File: src/rtl/sys_bus_pkg.sv
// Shared system-bus types: bus guard state encoding, default error data and
// the response record also used by the interconnect's test models.
package sys_bus_pkg;

    typedef enum logic [0:0] {
        IDLE = 1'b0,
        WAIT = 1'b1
    } guard_state_t;

    localparam logic [31:0] SYS_BUS_ERR_RDATA = 32'hDEAD_C0DE;

    typedef struct packed {
        logic [31:0] rdata;
        logic        err;
    } sys_bus_rsp_t;

    function automatic sys_bus_rsp_t sys_bus_err_rsp(input logic [31:0] rdata);
        sys_bus_rsp_t rsp;
        rsp.rdata = rdata;
        rsp.err   = 1'b1;
        return rsp;
    endfunction

endpackage

File: src/rtl/sys_bus_if.sv
// System-bus signal bundle. Handshake: a strobe (wen/ren) is a one-cycle
// request qualified by addr/wdata; ack is a one-cycle response qualified by rdata/err.
interface sys_bus_if;
    logic [31:0] addr;
    logic [31:0] wdata;
    logic        wen;
    logic        ren;
    logic [31:0] rdata;
    logic        err;
    logic        ack;

    modport m (output addr, wdata, wen, ren, input rdata, err, ack);
    modport s (input addr, wdata, wen, ren, output rdata, err, ack);
endinterface

File: src/rtl/sys_bus_sat_cnt.sv
// Saturating event counter with synchronous clear; an increment in the
// same cycle as clear wins and leaves the count at one.
module sys_bus_sat_cnt #(
    parameter int W = 16
) (
    input  logic         clk_i,
    input  logic         rst_i,
    input  logic         inc_i,
    input  logic         clr_i,
    output logic [W-1:0] cnt_o
);

    logic [W-1:0] r_cnt;

    always_ff @(posedge clk_i or posedge rst_i) begin
        if (rst_i) begin
            r_cnt <= '0;
        end else if (inc_i) begin
            if (clr_i)
                r_cnt <= W'(1);
            else if (r_cnt != {W{1'b1}})
                r_cnt <= r_cnt + W'(1);
        end else if (clr_i) begin
            r_cnt <= '0;
        end
    end

    assign cnt_o = r_cnt;

endmodule

File: src/rtl/sys_bus_guard.sv
// Single-outstanding system-bus stage: forwards one request at a time and
// terminates it with an error response if the slave does not ack in time.
module sys_bus_guard
    import sys_bus_pkg::*;
#(
    parameter int          TW        = 16,
    parameter int          TMO       = 255,
    parameter logic [31:0] ERR_RDATA = SYS_BUS_ERR_RDATA
) (
    input  logic          clk_i,
    input  logic          rst_i,
    sys_bus_if.s          bus_m,
    sys_bus_if.m          bus_s,
    input  logic          clr_i,
    output logic          busy_o,
    output logic [TW-1:0] tmo_cnt_o,
    output logic          ovr_o
);

    localparam logic [TW-1:0] TMO_LAST = TW'(TMO - 1);

    guard_state_t  r_state;
    logic [31:0]   r_addr;
    logic [31:0]   r_wdata;
    logic          r_s_wen;
    logic          r_s_ren;
    logic          r_m_ack;
    sys_bus_rsp_t  r_rsp;
    logic [TW-1:0] r_wait_cnt;
    logic          r_ovr;

    logic w_req;
    logic w_strobe;
    logic w_tmo;
    logic w_viol;

    assign w_req    = bus_m.wen | bus_m.ren;
    assign w_strobe = r_s_wen | r_s_ren;
    // The strobe cycle itself is not counted, so the slave gets TMO full cycles after it.
    assign w_tmo    = (r_state == WAIT) && !bus_s.ack && !w_strobe && (r_wait_cnt == TMO_LAST);
    assign w_viol   = ((r_state == IDLE) && bus_m.wen && bus_m.ren) ||
                      ((r_state == WAIT) && w_req);

    always_ff @(posedge clk_i or posedge rst_i) begin
        if (rst_i) begin
            r_state    <= IDLE;
            r_addr     <= '0;
            r_wdata    <= '0;
            r_s_wen    <= 1'b0;
            r_s_ren    <= 1'b0;
            r_m_ack    <= 1'b0;
            r_rsp      <= '0;
            r_wait_cnt <= '0;
        end else begin
            r_s_wen <= 1'b0;
            r_s_ren <= 1'b0;
            r_m_ack <= 1'b0;
            case (r_state)
                IDLE: begin
                    if (w_req) begin
                        r_addr     <= bus_m.addr;
                        r_wdata    <= bus_m.wdata;
                        r_s_wen    <= bus_m.wen;
                        r_s_ren    <= bus_m.ren & ~bus_m.wen;
                        r_wait_cnt <= '0;
                        r_state    <= WAIT;
                    end
                end
                WAIT: begin
                    if (bus_s.ack) begin
                        r_m_ack     <= 1'b1;
                        r_rsp.rdata <= bus_s.rdata;
                        r_rsp.err   <= bus_s.err;
                        r_state     <= IDLE;
                    end else if (w_tmo) begin
                        r_m_ack <= 1'b1;
                        r_rsp   <= sys_bus_err_rsp(ERR_RDATA);
                        r_state <= IDLE;
                    end else if (!w_strobe) begin
                        r_wait_cnt <= r_wait_cnt + TW'(1);
                    end
                end
                default: r_state <= IDLE;
            endcase
        end
    end

    always_ff @(posedge clk_i or posedge rst_i) begin
        if (rst_i)
            r_ovr <= 1'b0;
        else if (w_viol)
            r_ovr <= 1'b1;
        else if (clr_i)
            r_ovr <= 1'b0;
    end

    sys_bus_sat_cnt #(.W(TW)) u_tmo_cnt (
        .clk_i (clk_i),
        .rst_i (rst_i),
        .inc_i (w_tmo),
        .clr_i (clr_i),
        .cnt_o (tmo_cnt_o)
    );

    assign bus_s.addr  = r_addr;
    assign bus_s.wdata = r_wdata;
    assign bus_s.wen   = r_s_wen;
    assign bus_s.ren   = r_s_ren;
    assign bus_m.ack   = r_m_ack;
    assign bus_m.rdata = r_rsp.rdata;
    assign bus_m.err   = r_rsp.err;
    assign busy_o      = (r_state == WAIT);
    assign ovr_o       = r_ovr;

endmodule

File: src/flat_wrapper.sv
// flat-port wrapper written by rule: the top's interface ports become plain ports
module sys_bus_guard_flat import sys_bus_pkg::*;
#(
    parameter int          TW        = 16,
    parameter int          TMO       = 255,
    parameter logic [31:0] ERR_RDATA = SYS_BUS_ERR_RDATA
)
  (clk_i, rst_i, clr_i, busy_o, tmo_cnt_o, ovr_o, bus_m_addr, bus_m_wdata, bus_m_wen, bus_m_ren, bus_m_rdata, bus_m_err, bus_m_ack, bus_s_addr, bus_s_wdata, bus_s_wen, bus_s_ren, bus_s_rdata, bus_s_err, bus_s_ack);
  sys_bus_if bus_m_i ();
  sys_bus_if bus_s_i ();
  input  logic clk_i;
  input  logic rst_i;
  input  logic clr_i;
  output logic busy_o;
  output logic [TW-1:0] tmo_cnt_o;
  output logic ovr_o;
  input wire logic [$bits(bus_m_i.addr)-1:0] bus_m_addr;
  input wire logic [$bits(bus_m_i.wdata)-1:0] bus_m_wdata;
  input wire logic [$bits(bus_m_i.wen)-1:0] bus_m_wen;
  input wire logic [$bits(bus_m_i.ren)-1:0] bus_m_ren;
  output wire logic [$bits(bus_m_i.rdata)-1:0] bus_m_rdata;
  output wire logic [$bits(bus_m_i.err)-1:0] bus_m_err;
  output wire logic [$bits(bus_m_i.ack)-1:0] bus_m_ack;
  output wire logic [$bits(bus_s_i.addr)-1:0] bus_s_addr;
  output wire logic [$bits(bus_s_i.wdata)-1:0] bus_s_wdata;
  output wire logic [$bits(bus_s_i.wen)-1:0] bus_s_wen;
  output wire logic [$bits(bus_s_i.ren)-1:0] bus_s_ren;
  input wire logic [$bits(bus_s_i.rdata)-1:0] bus_s_rdata;
  input wire logic [$bits(bus_s_i.err)-1:0] bus_s_err;
  input wire logic [$bits(bus_s_i.ack)-1:0] bus_s_ack;
  assign bus_m_i.addr = bus_m_addr;
  assign bus_m_i.wdata = bus_m_wdata;
  assign bus_m_i.wen = bus_m_wen;
  assign bus_m_i.ren = bus_m_ren;
  assign bus_m_rdata = bus_m_i.rdata;
  assign bus_m_err = bus_m_i.err;
  assign bus_m_ack = bus_m_i.ack;
  assign bus_s_addr = bus_s_i.addr;
  assign bus_s_wdata = bus_s_i.wdata;
  assign bus_s_wen = bus_s_i.wen;
  assign bus_s_ren = bus_s_i.ren;
  assign bus_s_i.rdata = bus_s_rdata;
  assign bus_s_i.err = bus_s_err;
  assign bus_s_i.ack = bus_s_ack;
  sys_bus_guard #(.TW(TW), .TMO(TMO), .ERR_RDATA(ERR_RDATA)) u_core (.clk_i(clk_i), .rst_i(rst_i), .bus_m(bus_m_i), .bus_s(bus_s_i), .clr_i(clr_i), .busy_o(busy_o), .tmo_cnt_o(tmo_cnt_o), .ovr_o(ovr_o));
endmodule
File: config.mk
export PLATFORM = sky130hd
export DESIGN_NAME = sys_bus_guard_flat
export DESIGN_NICKNAME = d
export VERILOG_FILES = /design/src/rtl/sys_bus_pkg.sv /design/src/rtl/sys_bus_if.sv /design/src/rtl/sys_bus_sat_cnt.sv /design/src/rtl/sys_bus_guard.sv /design/src/flat_wrapper.sv
export SDC_FILE = /design/constraint.sdc
export NUM_CORES = 1
export LEC_CHECK = 0
export CAP_MARGIN = 20
export CELL_PAD_IN_SITES_DETAIL_PLACEMENT = 1
export CELL_PAD_IN_SITES_GLOBAL_PLACEMENT = 1
export CORE_AREA = 2 2 144 118
export DETAILED_ROUTE_END_ITERATION = 7
export DIE_AREA = 0 0 146 120
export HOLD_SLACK_MARGIN = 0.08
export PLACE_DENSITY_LB_ADDON = 0.1
export SYNTH_ARGS = -nofsm -noshare
export SYNTH_HDL_FRONTEND = slang
export SYNTH_HIERARCHICAL = 1
export SYNTH_SLANG_ARGS = --single-unit
File: constraint.sdc
create_clock -name clk_i -period 8.2 [get_ports clk_i]
set_input_delay 1.64 -clock clk_i [delete_from_list [all_inputs] [get_ports clk_i]]
set_output_delay 1.64 -clock clk_i [all_outputs]
set_load 0.01 [all_outputs]
# After elaboration in Yosys (flattened, before gate mapping)

Cells that the tools add are included.

Bits in registers: 134
Input bits: 103
Output and inout bits: 118

Bitwise operators: 5
Multiplexer cells: 24
Equality and inequality tests: 6
Reductions and logical operators: 17
$add $sub $neg: 2

Operators with widths:

| cell                    | number |
|---|---|
| $mux W16                | 8 |
| $mux W33                | 2 |
| $add A16 B1 Y16 const B | 2 |
| $pmux W16 S2            | 1 |
| $eq A16 B8 Y1 const B   | 1 |
| $ne A16 B16 Y1 const B  | 1 |
| $mux W1                 | 12 |
| $reduce_bool A2 Y1      | 4 |
| $logic_and A1 B1 Y1     | 6 |
| $ne A2 B2 Y1 const B    | 3 |
| $reduce_and A2 Y1       | 3 |
| $reduce_and A4 Y1       | 1 |
| $logic_not A1 Y1        | 2 |
| $ne A2 B1 Y1 const B    | 1 |
| $not A1 Y1              | 2 |
| $or A1 B1 Y1            | 2 |
| $pmux W1 S2             | 1 |
| $and A1 B1 Y1           | 1 |
| $logic_or A1 B1 Y1      | 1 |

# Longest topological paths before layout

Word-level depth: 7
Mapped depth: 12

# Hierarchy

Netlist, hierarchy kept.

By module, submodules not included:

| module          | area each (sq um) | instances | cells each | sequential area each (sq um) |
|---|---|---|---|---|
| sys_bus_guard   | 4914.7            | 1         | 393        | 2952.8 |
| sys_bus_sat_cnt | 958.4             | 1         | 105        | 400.4 |

# Worst setup path after synthesis

No wires, ideal clock.

Path type: register -> register
From: register u_core.r_wait_cnt[0]
To: register u_core.u_tmo_cnt.r_cnt[15], in the netlist u_core/u_tmo_cnt/cnt_o[15]
Required time: 8123 ps
Stages on the path, launching flop included: 12
Setup slack: 4421 ps
Data arrival time: 3702 ps
Path through: dfrtp_1 inv_1 ha_1 or4bb_1 or4_1 buf_2 buf_6 nor3_1 nand4_4 or3_4 or4_1 a21oi_1

Longest elaborated chain between the ends: 4

Ends and longest elaborated chain:

| what                                | line                  | RTL |
|---|---|---|
| start: declaration                  | sys_bus_guard.sv:29   | `logic [TW-1:0] r_wait_cnt;` |
| start signal: assignment            | sys_bus_guard.sv:80   | `r_wait_cnt <= r_wait_cnt + TW'(1);` |
| $eq A16 B8 Y1 *                     | sys_bus_guard.sv:40   | `assign w_tmo = (r_state == WAIT) && !bus_s.ack && !w_strobe && (r_wait_cnt == TMO_LAST);` |
| $logic_and A1 B1 Y1 *               | sys_bus_guard.sv:40   |  |
| via u_core.w_tmo                    | sys_bus_guard.sv:34   | `logic w_tmo;` |
| $reduce_bool A2 Y1 (no source line) | --                    |  |
| $reduce_and A2 Y1 (no source line)  | --                    |  |
| end signal: assignment              | sys_bus_sat_cnt.sv:22 | `r_cnt <= r_cnt + W'(1);` |
| end: declaration                    | sys_bus_sat_cnt.sv:13 | `logic [W-1:0] r_cnt;` |

Mark *: on every way through the listed nets, which the timed path passes. The rest lies on a longest branch.
A chain may end at the register's enable or synchronous reset.

# Final worst setup path

Ends and elaborated chain as after synthesis.

==> impl_results.md <==
* Outcome: complete, no violations
* Total CTS buffers at 17
* Synth top area share at 0.571
* Number of global-route vias before repair at 5431
* M1 wire length at 7.34 mm
* Final hold viol count at 0
* First-pass GRT wire length at approximately 30 mm
* Detailed placement HPWL at 13.4 mm
* Final nets at between 800 and 900
* PwrDens at 308 nW/um2
* Final clock skew at 6.91 ps
* Commonest non-fill, non-tap cell in the layout: clkdlybuf4s50_1
* # fillers at approximately 1700
* Post-CTS Setup Bufs at 0
* RSZ-0062 raised after global routing: no
* Top Metal Used: met4
* Tcrit/Tclk final at 0.535
* Largest family of logic cells by synthesized area: multiplexers
* Final wirelength at 18.8 mm
* Worst vdd ir at 0.000152 V
* Max Slew Vio Count at 0
* Wirelength per Cell at roughly 20 um
* Worst relative slew slack at 0.266
* ANT nets after route at 0
* Post-synthesis adder-cell area fraction at 0.00639
* Worst Path Max Fanout at 16
* Hold WS at around 470 ps
* Syn Nets at 604
* HP Class: reg2reg
* Library cells used by synthesis at 49
* Synthesized area at 5870 um2
* CTS resizes at 0
* Main synth FF type: dfrtp_1
* Ys Warns at 6
* Share of layout cells above drive strength 1 at 0.163
* CTS max path bufs at 2
* Port bufs at 220
* Met2 wire length at 9.35 mm
* Bufs and invs on worst path at 1
* Root buf cell: clkbuf_16
* GRT Util Overall at 0.222
* Vias after detailed routing at 4927
* Via/cell ratio at about 5.2
* Leakage at approximately 3.7 nW
* XOR/XNOR Fraction of Synth Area at 0
* Final min period at approximately 4400 ps
* Most used cell, CP: or4_1
* Worst endpoint required time at 8520 ps
* Crit Path Class: reg2reg
* Core Box Area at around 16000 um2
* H-tree Lvls at 4
* GP Congestion at between 0.7 and 0.8
* Largest net degree at the start of global routing at 71
* # rows at 42
* # IOs at 221
* Startpoint Class: flip-flop
* N_diodes at 0
* Asr flop ratio synth at 1.00
* CP endpoint kind: flip-flop
* Mapped Avg Cell Area at 11.8 um2
* CTS hold repair buffers at 0
* Worst stage delay on the critical path at 860 ps
* Placed cells at 918
* Total Power at 2.75 mW
* Register area share after synthesis at 0.571
* Die ar. at 17500 um2
* Slew @ Worst Pin at 1100 ps
* Initial antenna violation count at 0
* CTS tree: done
* Mapped Cells at 498
* Setup violations, final at 0
* Post-synth EDFFs at 0
* Final Instance Count excl. Fillers at between 900 and 1000
* DRC viols at 0
* Worst-skew pair later-pin latency at 420 ps
* Die width at about 150 um
* First drt pass iteration count at 5
* Area Overhead vs Synth at 51.9%
* Clock Pin Slew Worst Setup and Hold Paths at 60 ps
* Critical path's slowest cell: or4_1
* Largest delay contributor family on the critical path: simple AND/OR/NAND/NOR gates
* Die height at 120 um
* Synth Area in Simple Gates at 0.119
* Clock sink total at approximately 130
* Synth Area in Compound Gates at 0.127
* Area of placed instances at 8280 um2
* DRT iter0 DRCs at 217
* Max Cap Violations at 0
* Leading area contributor after synthesis: dfrtp_1
* Initial Util at 0.363
* Critical path cell sequence: inv_1 > ha_1 > or4bb_1 > or4_1 > nor3_1 > nand4_4 > or3_4 > or4_1 > a21oi_1
* Final Cell Area at 8920 um2
* Mux cell area share after synthesis at 0.135
* Met3 routed WL at approximately 1.7 mm
* Fmax achieved at 0.228 GHz
* Most frequent cells in the layout: clkdlybuf4s50_1, dfrtp_1, mux2_2, a21oi_1, inv_1
* Worst Path Arrival at 4710 ps
* Synth area leaders: dfrtp_1, mux2_2, a21oi_1
* Grt ovf at 0
* Setup TNS Final at 0 ps
* Register bit total from synthesis at 134
cell families after synthesis:
kind of cell,count (synthesis)
adder cells (fa/ha/maj),3
flip-flops,134
buffers and inverters,59
AND/OR/NAND/NOR,116
AO/OA/AOI/OAI,115
multiplexers,71
per-layer routing:
| metal | up-vias | track usage |
|---|---|---|
| li1 | 2250 | - |
| met1 | 2491 | 0.254 |
| met2 | 160 | 0.366 |
| met3 | 26 | 0.0989 |
| met4 | 0 | 0.0856 |
| met5 | - | 0 |
power by group:
part | switching (mW) | internal, mW | total [mW]
Combinational | 0.395 | 0.535 | 0.930
Clock | 0.306 | 0.522 | 0.828
Sequential | 0.131 | 0.856 | 0.988
state kept, by name, summed over array words and instances (netlist names):
name                    flops
u_core/u_tmo_cnt/cnt_o     16
u_core/busy_o               1
u_core/bus_m.err            1
u_core/bus_s.addr          32
u_core/r_wait_cnt          16
u_core/bus_m.rdata         32
u_core/bus_s.ren            1
u_core/bus_m.ack            1
u_core/ovr_o                1
u_core/bus_s.wen            1
u_core/bus_s.wdata         32
worst reg2reg max path, stage by stage, from the launching register on:
cell and delay, ps:
dfrtp_1 410, inv_1 120, ha_1 150, or4bb_1 550
or4_1 860, nor3_1 840, nand4_4 230, or3_4 470
or4_1 510, a21oi_1 160
layout make-up:
| type | instances | area (um2) | share of cell area |
|---|---|---|---|
| inverters | 33 | 126 | 0.0142 |
| flip-flops and latches | 134 | 3350 | 0.376 |
| repair buffers | 226 | 2240 | 0.252 |
| clock buffers | 19 | 443 | 0.0496 |
| multi-input cells | 305 | 2280 | 0.256 |
| clock inverters | 13 | 195 | 0.0219 |
| well taps | 220 | 275 | 0.0309 |
cell usage after synthesis, types with 3 or more instances:
cell type,n
dfrtp_1,134
mux2_2,67
a21oi_1,37
inv_1,33
o22ai_1,21
clkbuf_1,19
nor2b_1,18
nand2_1,16
a221o_1,13
a31oi_1,13
nand3_1,13
nor2_1,13
nand4_1,12
o21ai_0,9
nor3_1,6
and3_1,5
a211oi_1,4
buf_2,4
mux2i_1,4
nor4_1,4
o211ai_1,4
o31ai_1,4
or3_1,4
and2_1,3
ha_1,3
nand2b_1,3
path summary, 6_finish.rpt:
check / startpoint / slack (ps) / end / cells after the start
hold reg to reg: u_core/r_wait_cnt[15] / 470 / u_core/r_wait_cnt[15] / 1
setup / recovery: u_core/r_wait_cnt[0] / 3820 / u_core/u_tmo_cnt/cnt_o[15] / 9
setup reg to reg: u_core/r_wait_cnt[0] / 3820 / u_core/u_tmo_cnt/cnt_o[15] / 9
max in group asynchronous: rst_i / 5170 / u_core/r_wait_cnt[9] / 3
hold / removal: u_core/r_wait_cnt[15] / 470 / u_core/r_wait_cnt[15] / 1
min in group asynchronous: rst_i / 1700 / u_core/u_tmo_cnt/cnt_o[6] / 2
stage by stage:
step | util | worst slack [ps]
detailed placement | 0.512 | 3810
floorplan | - | 3430
global route | 0.551 | 3610
global placement | 0.512 | 3890
finish | 0.551 | 3820
CTS | 0.551 | 3810
No activity file was read; power rests on OpenSTA's default activity.
